==> src/rtl/alu_issue_ctrl_pkg.sv <==
// +--------------------------------------------------------------+
// | alu_issue_ctrl_pkg : shared opcodes, ALU codes, FSM states   |
// | rev 1.0                                                      |
// +--------------------------------------------------------------+
`default_nettype none

package alu_issue_ctrl_pkg;

  localparam logic [5:0] OP_SPECIAL  = 6'b000000;
  localparam logic [5:0] OP_BEQ      = 6'b000100;
  localparam logic [5:0] OP_BGTZ     = 6'b000111;
  localparam logic [5:0] OP_ADDI     = 6'b001000;
  localparam logic [5:0] OP_ADDIU    = 6'b001001;
  localparam logic [5:0] OP_SLTI     = 6'b001010;
  localparam logic [5:0] OP_SPECIAL2 = 6'b011100;

  localparam logic [5:0] FN_SLL  = 6'b000000;
  localparam logic [5:0] FN_SRL  = 6'b000010;
  localparam logic [5:0] FN_SRA  = 6'b000011;
  localparam logic [5:0] FN_SLLV = 6'b000100;
  localparam logic [5:0] FN_SRLV = 6'b000110;
  localparam logic [5:0] FN_SRAV = 6'b000111;
  localparam logic [5:0] FN_MOVZ = 6'b001010;
  localparam logic [5:0] FN_MOVN = 6'b001011;
  localparam logic [5:0] FN_ADD  = 6'b100000;
  localparam logic [5:0] FN_NOR  = 6'b100111;
  localparam logic [5:0] FN_SLT  = 6'b101010;
  localparam logic [5:0] FN_SLTU = 6'b101011;
  localparam logic [5:0] FN_CLZ  = 6'b100000;
  localparam logic [5:0] FN_CLO  = 6'b100001;

  localparam logic [2:0] ALU_RTYPE = 3'b000;
  localparam logic [2:0] ALU_EQ    = 3'b001;
  localparam logic [2:0] ALU_LT    = 3'b010;
  localparam logic [2:0] ALU_GT    = 3'b011;
  localparam logic [2:0] ALU_CNT   = 3'b100;
  localparam logic [2:0] ALU_ADDU  = 3'b101;
  localparam logic [2:0] ALU_ADDS  = 3'b110;

  typedef enum logic [1:0] {
    ST_IDLE    = 2'd0,
    ST_ISSUE   = 2'd1,
    ST_CAPTURE = 2'd2,
    ST_RESP    = 2'd3
  } state_e;

  function automatic logic [31:0] sext16(input logic [15:0] v);
    return {{16{v[15]}}, v};
  endfunction

endpackage

`default_nettype wire

==> src/rtl/alu_issue_ctrl_if.sv <==
// +--------------------------------------------------------------+
// | alu_issue_ctrl_if : instruction, ALU and response signals    |
// | rev 1.0                                                      |
// +--------------------------------------------------------------+
`default_nettype none

interface alu_issue_ctrl_if;
  logic        instr_valid;
  logic        instr_ready;
  logic [31:0] instr;
  logic [31:0] rs_val;
  logic [31:0] rt_val;
  logic [31:0] alu_a;
  logic [31:0] alu_b;
  logic [2:0]  alu_code;
  logic [5:0]  alu_op;
  logic [31:0] alu_result;
  logic        alu_zero;
  logic        out_valid;
  logic        out_ready;
  logic [31:0] out_result;
  logic        out_zero;
  logic [4:0]  out_dest;
  logic        out_wr_en;
  logic        out_illegal;

  modport master (
    output instr_valid, instr, rs_val, rt_val, alu_result, alu_zero, out_ready,
    input  instr_ready, alu_a, alu_b, alu_code, alu_op,
           out_valid, out_result, out_zero, out_dest, out_wr_en, out_illegal
  );

  // alu_zero is redundant with alu_result == 0, so the controller does not take it
  modport slave (
    input  instr_valid, instr, rs_val, rt_val, alu_result, out_ready,
    output instr_ready, alu_a, alu_b, alu_code, alu_op,
           out_valid, out_result, out_zero, out_dest, out_wr_en, out_illegal
  );
endinterface

`default_nettype wire

==> src/rtl/alu_issue_ctrl_instr_decode.sv <==
// +--------------------------------------------------------------+
// | instr_decode : MIPS word -> ALU fields, dest, write, illegal |
// | rev 1.0                                                      |
// +--------------------------------------------------------------+
`default_nettype none

module instr_decode
  import alu_issue_ctrl_pkg::*;
(
  input  logic [31:0] instr_i,
  input  logic [31:0] rs_val_i,
  input  logic [31:0] rt_val_i,
  output logic [31:0] alu_a_o,
  output logic [31:0] alu_b_o,
  output logic [2:0]  alu_code_o,
  output logic [5:0]  alu_op_o,
  output logic [4:0]  dest_o,
  output logic        wr_en_o,
  output logic        illegal_o
);

  logic [5:0]  w_opcode;
  logic [5:0]  w_funct;
  logic [4:0]  w_rt;
  logic [4:0]  w_rd;
  logic [15:0] w_imm;
  logic        w_wr_raw;
  logic        unused_fields;

  assign w_opcode = instr_i[31:26];
  assign w_rt     = instr_i[20:16];
  assign w_rd     = instr_i[15:11];
  assign w_funct  = instr_i[5:0];
  assign w_imm    = instr_i[15:0];
  // rs arrives already read as rs_val; shamt is not forwarded to the ALU
  assign unused_fields = ^{instr_i[25:21], instr_i[10:6]};

  always_comb begin
    alu_a_o    = '0;
    alu_b_o    = '0;
    alu_code_o = ALU_RTYPE;
    alu_op_o   = '0;
    dest_o     = '0;
    w_wr_raw   = 1'b0;
    illegal_o  = 1'b0;
    case (w_opcode)
      OP_SPECIAL: begin
        alu_a_o  = rs_val_i;
        alu_b_o  = rt_val_i;
        alu_op_o = w_funct;
        dest_o   = w_rd;
        case (w_funct) inside
          FN_MOVZ: w_wr_raw = (rt_val_i == '0);
          FN_MOVN: w_wr_raw = (rt_val_i != '0);
          FN_SLL, FN_SRL, FN_SRA, FN_SLLV, FN_SRLV, FN_SRAV,
          [FN_ADD:FN_NOR], FN_SLT, FN_SLTU: w_wr_raw = 1'b1;
          default: illegal_o = 1'b1;
        endcase
      end
      OP_SPECIAL2: begin
        alu_a_o    = rs_val_i;
        alu_code_o = ALU_CNT;
        alu_op_o   = w_funct;
        dest_o     = w_rd;
        w_wr_raw   = 1'b1;
        if (w_funct != FN_CLZ && w_funct != FN_CLO) illegal_o = 1'b1;
      end
      OP_ADDI, OP_ADDIU, OP_SLTI: begin
        alu_a_o    = rs_val_i;
        alu_b_o    = sext16(w_imm);
        alu_code_o = (w_opcode == OP_ADDI)  ? ALU_ADDS :
                     (w_opcode == OP_ADDIU) ? ALU_ADDU : ALU_LT;
        dest_o     = w_rt;
        w_wr_raw   = 1'b1;
      end
      OP_BEQ: begin
        alu_a_o    = rs_val_i;
        alu_b_o    = rt_val_i;
        alu_code_o = ALU_EQ;
      end
      OP_BGTZ: begin
        alu_a_o    = rs_val_i;
        alu_code_o = ALU_GT;
      end
      default: illegal_o = 1'b1;
    endcase
    if (illegal_o) begin
      alu_a_o    = '0;
      alu_b_o    = '0;
      alu_code_o = ALU_RTYPE;
      alu_op_o   = '0;
      dest_o     = '0;
      w_wr_raw   = 1'b0;
    end
  end

  // Writes to $zero are architecturally discarded
  assign wr_en_o = w_wr_raw && (dest_o != '0);

endmodule

`default_nettype wire

==> src/rtl/alu_issue_ctrl.sv <==
// +--------------------------------------------------------------+
// | alu_issue_ctrl : single-in-flight ALU issue and response FSM |
// | rev 1.0                                                      |
// +--------------------------------------------------------------+
`default_nettype none

module alu_issue_ctrl
  import alu_issue_ctrl_pkg::*;
(
  input  logic              clk,
  input  logic              reset,
  alu_issue_ctrl_if.slave   bus_io
);

  state_e      state_q, state_d;
  logic [31:0] alu_a_q, alu_a_d, alu_b_q, alu_b_d;
  logic [2:0]  alu_code_q, alu_code_d;
  logic [5:0]  alu_op_q, alu_op_d;
  logic [4:0]  dest_q, dest_d;
  logic        wr_q, wr_d;
  logic [31:0] res_q, res_d;
  logic        zero_q, zero_d;
  logic [4:0]  odest_q, odest_d;
  logic        owr_q, owr_d;
  logic        ill_q, ill_d;

  logic [31:0] w_dec_a, w_dec_b;
  logic [2:0]  w_dec_code;
  logic [5:0]  w_dec_op;
  logic [4:0]  w_dec_dest;
  logic        w_dec_wr, w_dec_ill;

  instr_decode u_decode (
    .instr_i    (bus_io.instr),
    .rs_val_i   (bus_io.rs_val),
    .rt_val_i   (bus_io.rt_val),
    .alu_a_o    (w_dec_a),
    .alu_b_o    (w_dec_b),
    .alu_code_o (w_dec_code),
    .alu_op_o   (w_dec_op),
    .dest_o     (w_dec_dest),
    .wr_en_o    (w_dec_wr),
    .illegal_o  (w_dec_ill)
  );

  always_comb begin
    state_d    = state_q;
    alu_a_d    = alu_a_q;
    alu_b_d    = alu_b_q;
    alu_code_d = alu_code_q;
    alu_op_d   = alu_op_q;
    dest_d     = dest_q;
    wr_d       = wr_q;
    res_d      = res_q;
    zero_d     = zero_q;
    odest_d    = odest_q;
    owr_d      = owr_q;
    ill_d      = ill_q;
    case (state_q)
      ST_IDLE: begin
        if (bus_io.instr_valid) begin
          if (w_dec_ill) begin
            state_d = ST_RESP;
            ill_d   = 1'b1;
          end else begin
            state_d    = ST_ISSUE;
            alu_a_d    = w_dec_a;
            alu_b_d    = w_dec_b;
            alu_code_d = w_dec_code;
            alu_op_d   = w_dec_op;
            dest_d     = w_dec_dest;
            wr_d       = w_dec_wr;
          end
        end
      end
      ST_ISSUE: state_d = ST_CAPTURE;
      ST_CAPTURE: begin
        state_d    = ST_RESP;
        res_d      = bus_io.alu_result;
        zero_d     = (bus_io.alu_result == '0);
        odest_d    = dest_q;
        owr_d      = wr_q;
        alu_a_d    = '0;
        alu_b_d    = '0;
        alu_code_d = '0;
        alu_op_d   = '0;
      end
      ST_RESP: begin
        // Payload is cleared on handoff so it only ever shows a live response
        if (bus_io.out_ready) begin
          state_d = ST_IDLE;
          res_d   = '0;
          zero_d  = 1'b0;
          odest_d = '0;
          owr_d   = 1'b0;
          ill_d   = 1'b0;
        end
      end
      default: state_d = ST_IDLE;
    endcase
  end

  always_ff @(posedge clk) begin
    if (reset) begin
      state_q    <= ST_IDLE;
      alu_a_q    <= '0;
      alu_b_q    <= '0;
      alu_code_q <= '0;
      alu_op_q   <= '0;
      dest_q     <= '0;
      wr_q       <= 1'b0;
      res_q      <= '0;
      zero_q     <= 1'b0;
      odest_q    <= '0;
      owr_q      <= 1'b0;
      ill_q      <= 1'b0;
    end else begin
      state_q    <= state_d;
      alu_a_q    <= alu_a_d;
      alu_b_q    <= alu_b_d;
      alu_code_q <= alu_code_d;
      alu_op_q   <= alu_op_d;
      dest_q     <= dest_d;
      wr_q       <= wr_d;
      res_q      <= res_d;
      zero_q     <= zero_d;
      odest_q    <= odest_d;
      owr_q      <= owr_d;
      ill_q      <= ill_d;
    end
  end

  assign bus_io.instr_ready = (state_q == ST_IDLE);
  assign bus_io.alu_a       = alu_a_q;
  assign bus_io.alu_b       = alu_b_q;
  assign bus_io.alu_code    = alu_code_q;
  assign bus_io.alu_op      = alu_op_q;
  assign bus_io.out_valid   = (state_q == ST_RESP);
  assign bus_io.out_result  = res_q;
  assign bus_io.out_zero    = zero_q;
  assign bus_io.out_dest    = odest_q;
  assign bus_io.out_wr_en   = owr_q;
  assign bus_io.out_illegal = ill_q;

endmodule

`default_nettype wire

==> src/flat_wrapper.sv <==
// flat-port wrapper written by rule: the top's interface ports become plain ports
module alu_issue_ctrl_flat import alu_issue_ctrl_pkg::*;
  (clk, reset, bus_io_instr_valid, bus_io_instr, bus_io_rs_val, bus_io_rt_val, bus_io_alu_result, bus_io_out_ready, bus_io_instr_ready, bus_io_alu_a, bus_io_alu_b, bus_io_alu_code, bus_io_alu_op, bus_io_out_valid, bus_io_out_result, bus_io_out_zero, bus_io_out_dest, bus_io_out_wr_en, bus_io_out_illegal);
  alu_issue_ctrl_if bus_io_i ();
  input  logic clk;
  input  logic reset;
  input wire logic [$bits(bus_io_i.instr_valid)-1:0] bus_io_instr_valid;
  input wire logic [$bits(bus_io_i.instr)-1:0] bus_io_instr;
  input wire logic [$bits(bus_io_i.rs_val)-1:0] bus_io_rs_val;
  input wire logic [$bits(bus_io_i.rt_val)-1:0] bus_io_rt_val;
  input wire logic [$bits(bus_io_i.alu_result)-1:0] bus_io_alu_result;
  input wire logic [$bits(bus_io_i.out_ready)-1:0] bus_io_out_ready;
  output wire logic [$bits(bus_io_i.instr_ready)-1:0] bus_io_instr_ready;
  output wire logic [$bits(bus_io_i.alu_a)-1:0] bus_io_alu_a;
  output wire logic [$bits(bus_io_i.alu_b)-1:0] bus_io_alu_b;
  output wire logic [$bits(bus_io_i.alu_code)-1:0] bus_io_alu_code;
  output wire logic [$bits(bus_io_i.alu_op)-1:0] bus_io_alu_op;
  output wire logic [$bits(bus_io_i.out_valid)-1:0] bus_io_out_valid;
  output wire logic [$bits(bus_io_i.out_result)-1:0] bus_io_out_result;
  output wire logic [$bits(bus_io_i.out_zero)-1:0] bus_io_out_zero;
  output wire logic [$bits(bus_io_i.out_dest)-1:0] bus_io_out_dest;
  output wire logic [$bits(bus_io_i.out_wr_en)-1:0] bus_io_out_wr_en;
  output wire logic [$bits(bus_io_i.out_illegal)-1:0] bus_io_out_illegal;
  assign bus_io_i.instr_valid = bus_io_instr_valid;
  assign bus_io_i.instr = bus_io_instr;
  assign bus_io_i.rs_val = bus_io_rs_val;
  assign bus_io_i.rt_val = bus_io_rt_val;
  assign bus_io_i.alu_result = bus_io_alu_result;
  assign bus_io_i.out_ready = bus_io_out_ready;
  assign bus_io_instr_ready = bus_io_i.instr_ready;
  assign bus_io_alu_a = bus_io_i.alu_a;
  assign bus_io_alu_b = bus_io_i.alu_b;
  assign bus_io_alu_code = bus_io_i.alu_code;
  assign bus_io_alu_op = bus_io_i.alu_op;
  assign bus_io_out_valid = bus_io_i.out_valid;
  assign bus_io_out_result = bus_io_i.out_result;
  assign bus_io_out_zero = bus_io_i.out_zero;
  assign bus_io_out_dest = bus_io_i.out_dest;
  assign bus_io_out_wr_en = bus_io_i.out_wr_en;
  assign bus_io_out_illegal = bus_io_i.out_illegal;
  alu_issue_ctrl u_core (.clk(clk), .reset(reset), .bus_io(bus_io_i));
endmodule
==> config.mk <==
export PLATFORM = sky130hd
export DESIGN_NAME = alu_issue_ctrl_flat
export DESIGN_NICKNAME = d
export VERILOG_FILES = /design/src/rtl/alu_issue_ctrl_pkg.sv /design/src/rtl/alu_issue_ctrl_if.sv /design/src/rtl/alu_issue_ctrl_instr_decode.sv /design/src/rtl/alu_issue_ctrl.sv /design/src/flat_wrapper.sv
export SDC_FILE = /design/constraint.sdc
export NUM_CORES = 1
export LEC_CHECK = 0
export ABC_CLOCK_PERIOD_IN_PS = 2500
export BUFFER_PORTS_ARGS = -buffer_cell sky130_fd_sc_hd__buf_2
export CELL_PAD_IN_SITES_DETAIL_PLACEMENT = 0
export CELL_PAD_IN_SITES_GLOBAL_PLACEMENT = 1
export CORE_MARGIN = 1
export CORE_UTILIZATION = 30
export DETAILED_ROUTE_END_ITERATION = 6
export GPL_TIMING_DRIVEN = 0
export PLACE_DENSITY_LB_ADDON = 0.15
export REMOVE_ABC_BUFFERS = 1
export SLEW_MARGIN = 20
export SYNTH_ARGS = -nofsm -noshare
export SYNTH_HDL_FRONTEND = slang
export SYNTH_SLANG_ARGS = --single-unit
==> constraint.sdc <==
create_clock -name clk -period 2.5 [get_ports clk]
set_input_delay 0 -clock clk [delete_from_list [all_inputs] [get_ports clk]]
set_output_delay 0 -clock clk [all_outputs]
set_load 0.01 [all_outputs]
==> metrics.md <==
| Metric | Value |
|---|---|
| Core ar. | `16600 um2` |
| Ys Warns | `0` |
| HP Start | `bus_io_out_ready` |
| RePlAce Congestion | `roughly 0.8` |
| Met1 Track Usage GR | `about 23%` |
| Data arrival time of the worst path | `around 2.6 ns` |
| Pins Over Slew Limit | `0` |
| Post-synthesis sequential area ratio | `between 40% and 50%` |
| Cell area after synthesis | `5140 um2` |
| Final nets | `between 1000 and 1500` |
| Detailed Routing Iterations Pass 1 | `4` |
| Total Power | `approximately 0.0063 W` |
| CP max FO | `6` |
| Gr ovfl total | `0` |
| Asr flop ratio synth | `0%` |
| Lkg Pwr | `3.61 nW` |
| Endpoints failing hold | `0` |
| Via density | `just under 5` |
| Row cnt | `47` |
| Remaining antenna violation count | `0` |
| Die X | `approximately 130 um` |
| Clk_lat worst skew | `between 0.4 and 0.5 ns` |
| Port Buf Inserts | `between 200 and 250` |
| Minimum hold slack | `0.0385 ns` |
| Area of the multi-input gates | `around 2600 um2` |
| Number of global-route vias before repair | `5514` |
| Number of distinct library cells after synthesis | `46` |
| Initial antenna violation count | `0` |
| Synthesis-to-layout area growth | `66.7%` |
| # fillers | `around 1500` |
| Status | `completed` |
| Most crowded layer after global routing | `met2` |
| Worst-path clk slew | `~0.05 ns` |
| Avg WL per Cell | `between 15 and 20 um` |
| Critical Path End Type | `flop` |
| Worst r2r path cells | `7` |
| Initial Util | `a little under a third` |
| Clock sinks | `121` |
| Bufs on Longest Clock Path | `2` |
| Ports | `247` |
| Final setup viols | `0` |
| Pwr dens | `around 730 nW/um2` |
| Htree depth | `4` |
| M3 GR Usage | `5.48%` |
| Least-Margin Pin Slew | `0.860 ns` |
| Final worst slack | `roughly 0.11 ns` |
| Relative slew slack | `42.7%` |
| Die Span Y | `133 um` |
| WHS Path Cells | `4` |
| Worst min path class | `in -> reg` |
| Dpl ws | `-0.442 ns` |
| Maximum number of pins on one net before global-route repair | `92` |
| Layout Skew | `roughly 0.0076 ns` |
| Total of max-cap violations | `0` |
| Unrepaired setup endpoints after global routing | `false` |
| Minimum clock period | `about 2.4 ns` |
| WP data required | `2.75 ns` |
| Ratio of cells with drive above 1 in the final layout | `37.0%` |
| Fmax | `around 420 MHz` |
| #FFs+latches synth | `121` |
| GR Util All Layers | `around a fifth` |
| Root Buffer | `clkbuf_16` |
| DP Area | `approximately 6600 um2` |
| Syn Area/Cell | `~9.4 um2` |
| Routed wire length | `~18000 um` |
| Detailed Route Iter0 Violations | `~180` |
| Reg2reg start | `u_core.state_q[1]` |
| Via Count | `approximately 5600` |
| EDFF count, synth | `0` |
| Met2 Usage GRT | `34.0%` |
| CTS tree | `done` |
| Finished Cell Area | `~8600 um2` |
| Antenna cells | `0` |
| Post-route DRC violation count | `0` |
| Main synth FF type | `dfxtp_1` |
| TritonCTS buffer count | `17` |
| Crit. Startpoint | `bus_io_instr[5]` |
| Total die area | `approximately 18000 um2` |
| Critical path class | `in -> reg` |
| Post-DP HPWL | `between 10000 and 15000 um` |
| Synth Instances | `roughly 550` |
| First-pass GRT wire length | `roughly 28000 um` |
| Final core utilization | `around half` |
| Storage cell area | `2420 um2` |
| Maximum vdd drop | `~0.45 mV` |
| Startpoint Class | `input pin` |
| Final period util | `95.5%` |
-- Yosys cell counts (2+ instances only) --
master	n	area, um2
a211o_1	2	17.5
a211oi_1	2	15.0
a21o_1	2	15.0
a21oi_1	24	120
a221oi_1	5	43.8
a22oi_1	53	398
a31oi_1	2	12.5
and2_1	2	12.5
buf_1	5	18.8
buf_2	6	30.0
buf_6	3	33.8
clkbuf_1	33	124
dfxtp_1	121	2420
ha_1	3	37.5
inv_1	4	15.0
nand2_1	5	18.8
nand2b_1	40	250
nand3_1	42	210
nand3b_1	3	22.5
nand4_1	4	25.0
nor2_1	45	169
nor2b_1	8	50.1
nor3_1	8	40.0
nor3b_1	3	22.5
nor4_1	20	125
o21ai_0	40	200
o2bb2ai_1	3	26.3
o2bb2ai_2	30	450
or2_2	4	25.0
or3_1	4	25.0
or4_1	4	30.0
-- layer usage --
layer  wire length, um  vias to the layer above
met3              1120                       14
li1                  -                     2765
met2              8590                      210
met1              7650                     2642
met4               184                        0
met5                 0                        -
-- critical path, stage by stage --
cell and delay, ns:
dlygate4sd3_1 0.53, buf_2 0.16, nor2b_1 0.15, nand4b_1 0.15
o211a_1 0.23, or4_4 0.56, a221oi_1 0.23, dlygate4sd3_1 0.59
nor3_1 0.04
-- final cells by class --
| type | count | share of cell area, % |
|---|---|---|
| clock buffers | 23 | 5.82 |
| clock inverters | 7 | 1.07 |
| inverters | 4 | 0.175 |
| multi-input cells | 374 | 30.2 |
| flip-flops and latches | 121 | 28.3 |
| well taps | 220 | 3.21 |
| repair buffers | 387 | 31.3 |
-- placed cells by master, fill, tap and decap left out, drive strengths merged, types with 3 or more instances in the layout --
cell         count
o21ai           40
nand3           42
ha               3
buf            259
a221oi           5
inv              4
nand2b          40
dlygate4sd3    126
nor2            45
nor3             8
nor2b            8
dfxtp          121
or3              4
a22oi           53
or2              4
clkinv           4
o2bb2ai         33
nor4            20
nand2            5
or4              6
nand4            4
nand3b           3
a21oi           24
nor3b            3
clkbuf          25
-- registers in the layout, indices dropped and copies added, names as in the netlist, 2 cells and up --
register / cells
u_core.dest_q: 5
u_core.bus_io.alu_a: 32
u_core.bus_io.alu_b: 32
u_core.bus_io.alu_op: 6
u_core.bus_io.out_dest: 5
u_core.state_q: 2
u_core.bus_io.out_result: 32
u_core.bus_io.alu_code: 3
-- final timing paths --
path                                           endpoint  slack [ns]
worst max-delay path                   u_core.dest_q[0]        0.11
worst min-delay path                  u_core.state_q[0]        0.04
worst max register to register         u_core.dest_q[0]        0.11
worst min register to register  u_core.bus_io.alu_op[4]        0.46
-- where the power goes --
part	leakage, nW	internal (W)	switching, W
registers	0.978	0.00210	0.0000848
logic	2.35	0.000739	0.000903
clock network	0.291	0.00158	0.000862
total	3.61	0.00442	0.00185
-- kinds of logic (layout without fill, tap and decap cells) --
kind of cell	after synthesis	after routing	synth area share, %
and+or+nand+nor	195	196	20.5
AOI/OAI and AO/OA	175	175	27.3
DFF	121	121	47.2
buffers and inverters	51	421	4.31
adders and majority gates	3	3	0.731
-- stage by stage --
step	std cells	TNS [ns]
2_1_floorplan	498	-184.75
3_3_place_gp	959	-398.41
3_5_place_dp	977	-10.12
6_report	1136	0
5_1_grt	1136	0
4_1_cts	1133	0
-- timing repair --
| action | CTS | global route |
|---|---|---|
| setup buffers | 1 | 3 |
| cloned | 0 | 1 |
| resized for setup | 6 | 5 |
| endpoints found under the setup margin | 60 | 27 |
| pin swaps | 1 | 1 |
| hold buffers | 126 | 0 |
| hold endpoints to repair | 107 | 0 |
Power figures use the tool's default switching activity.
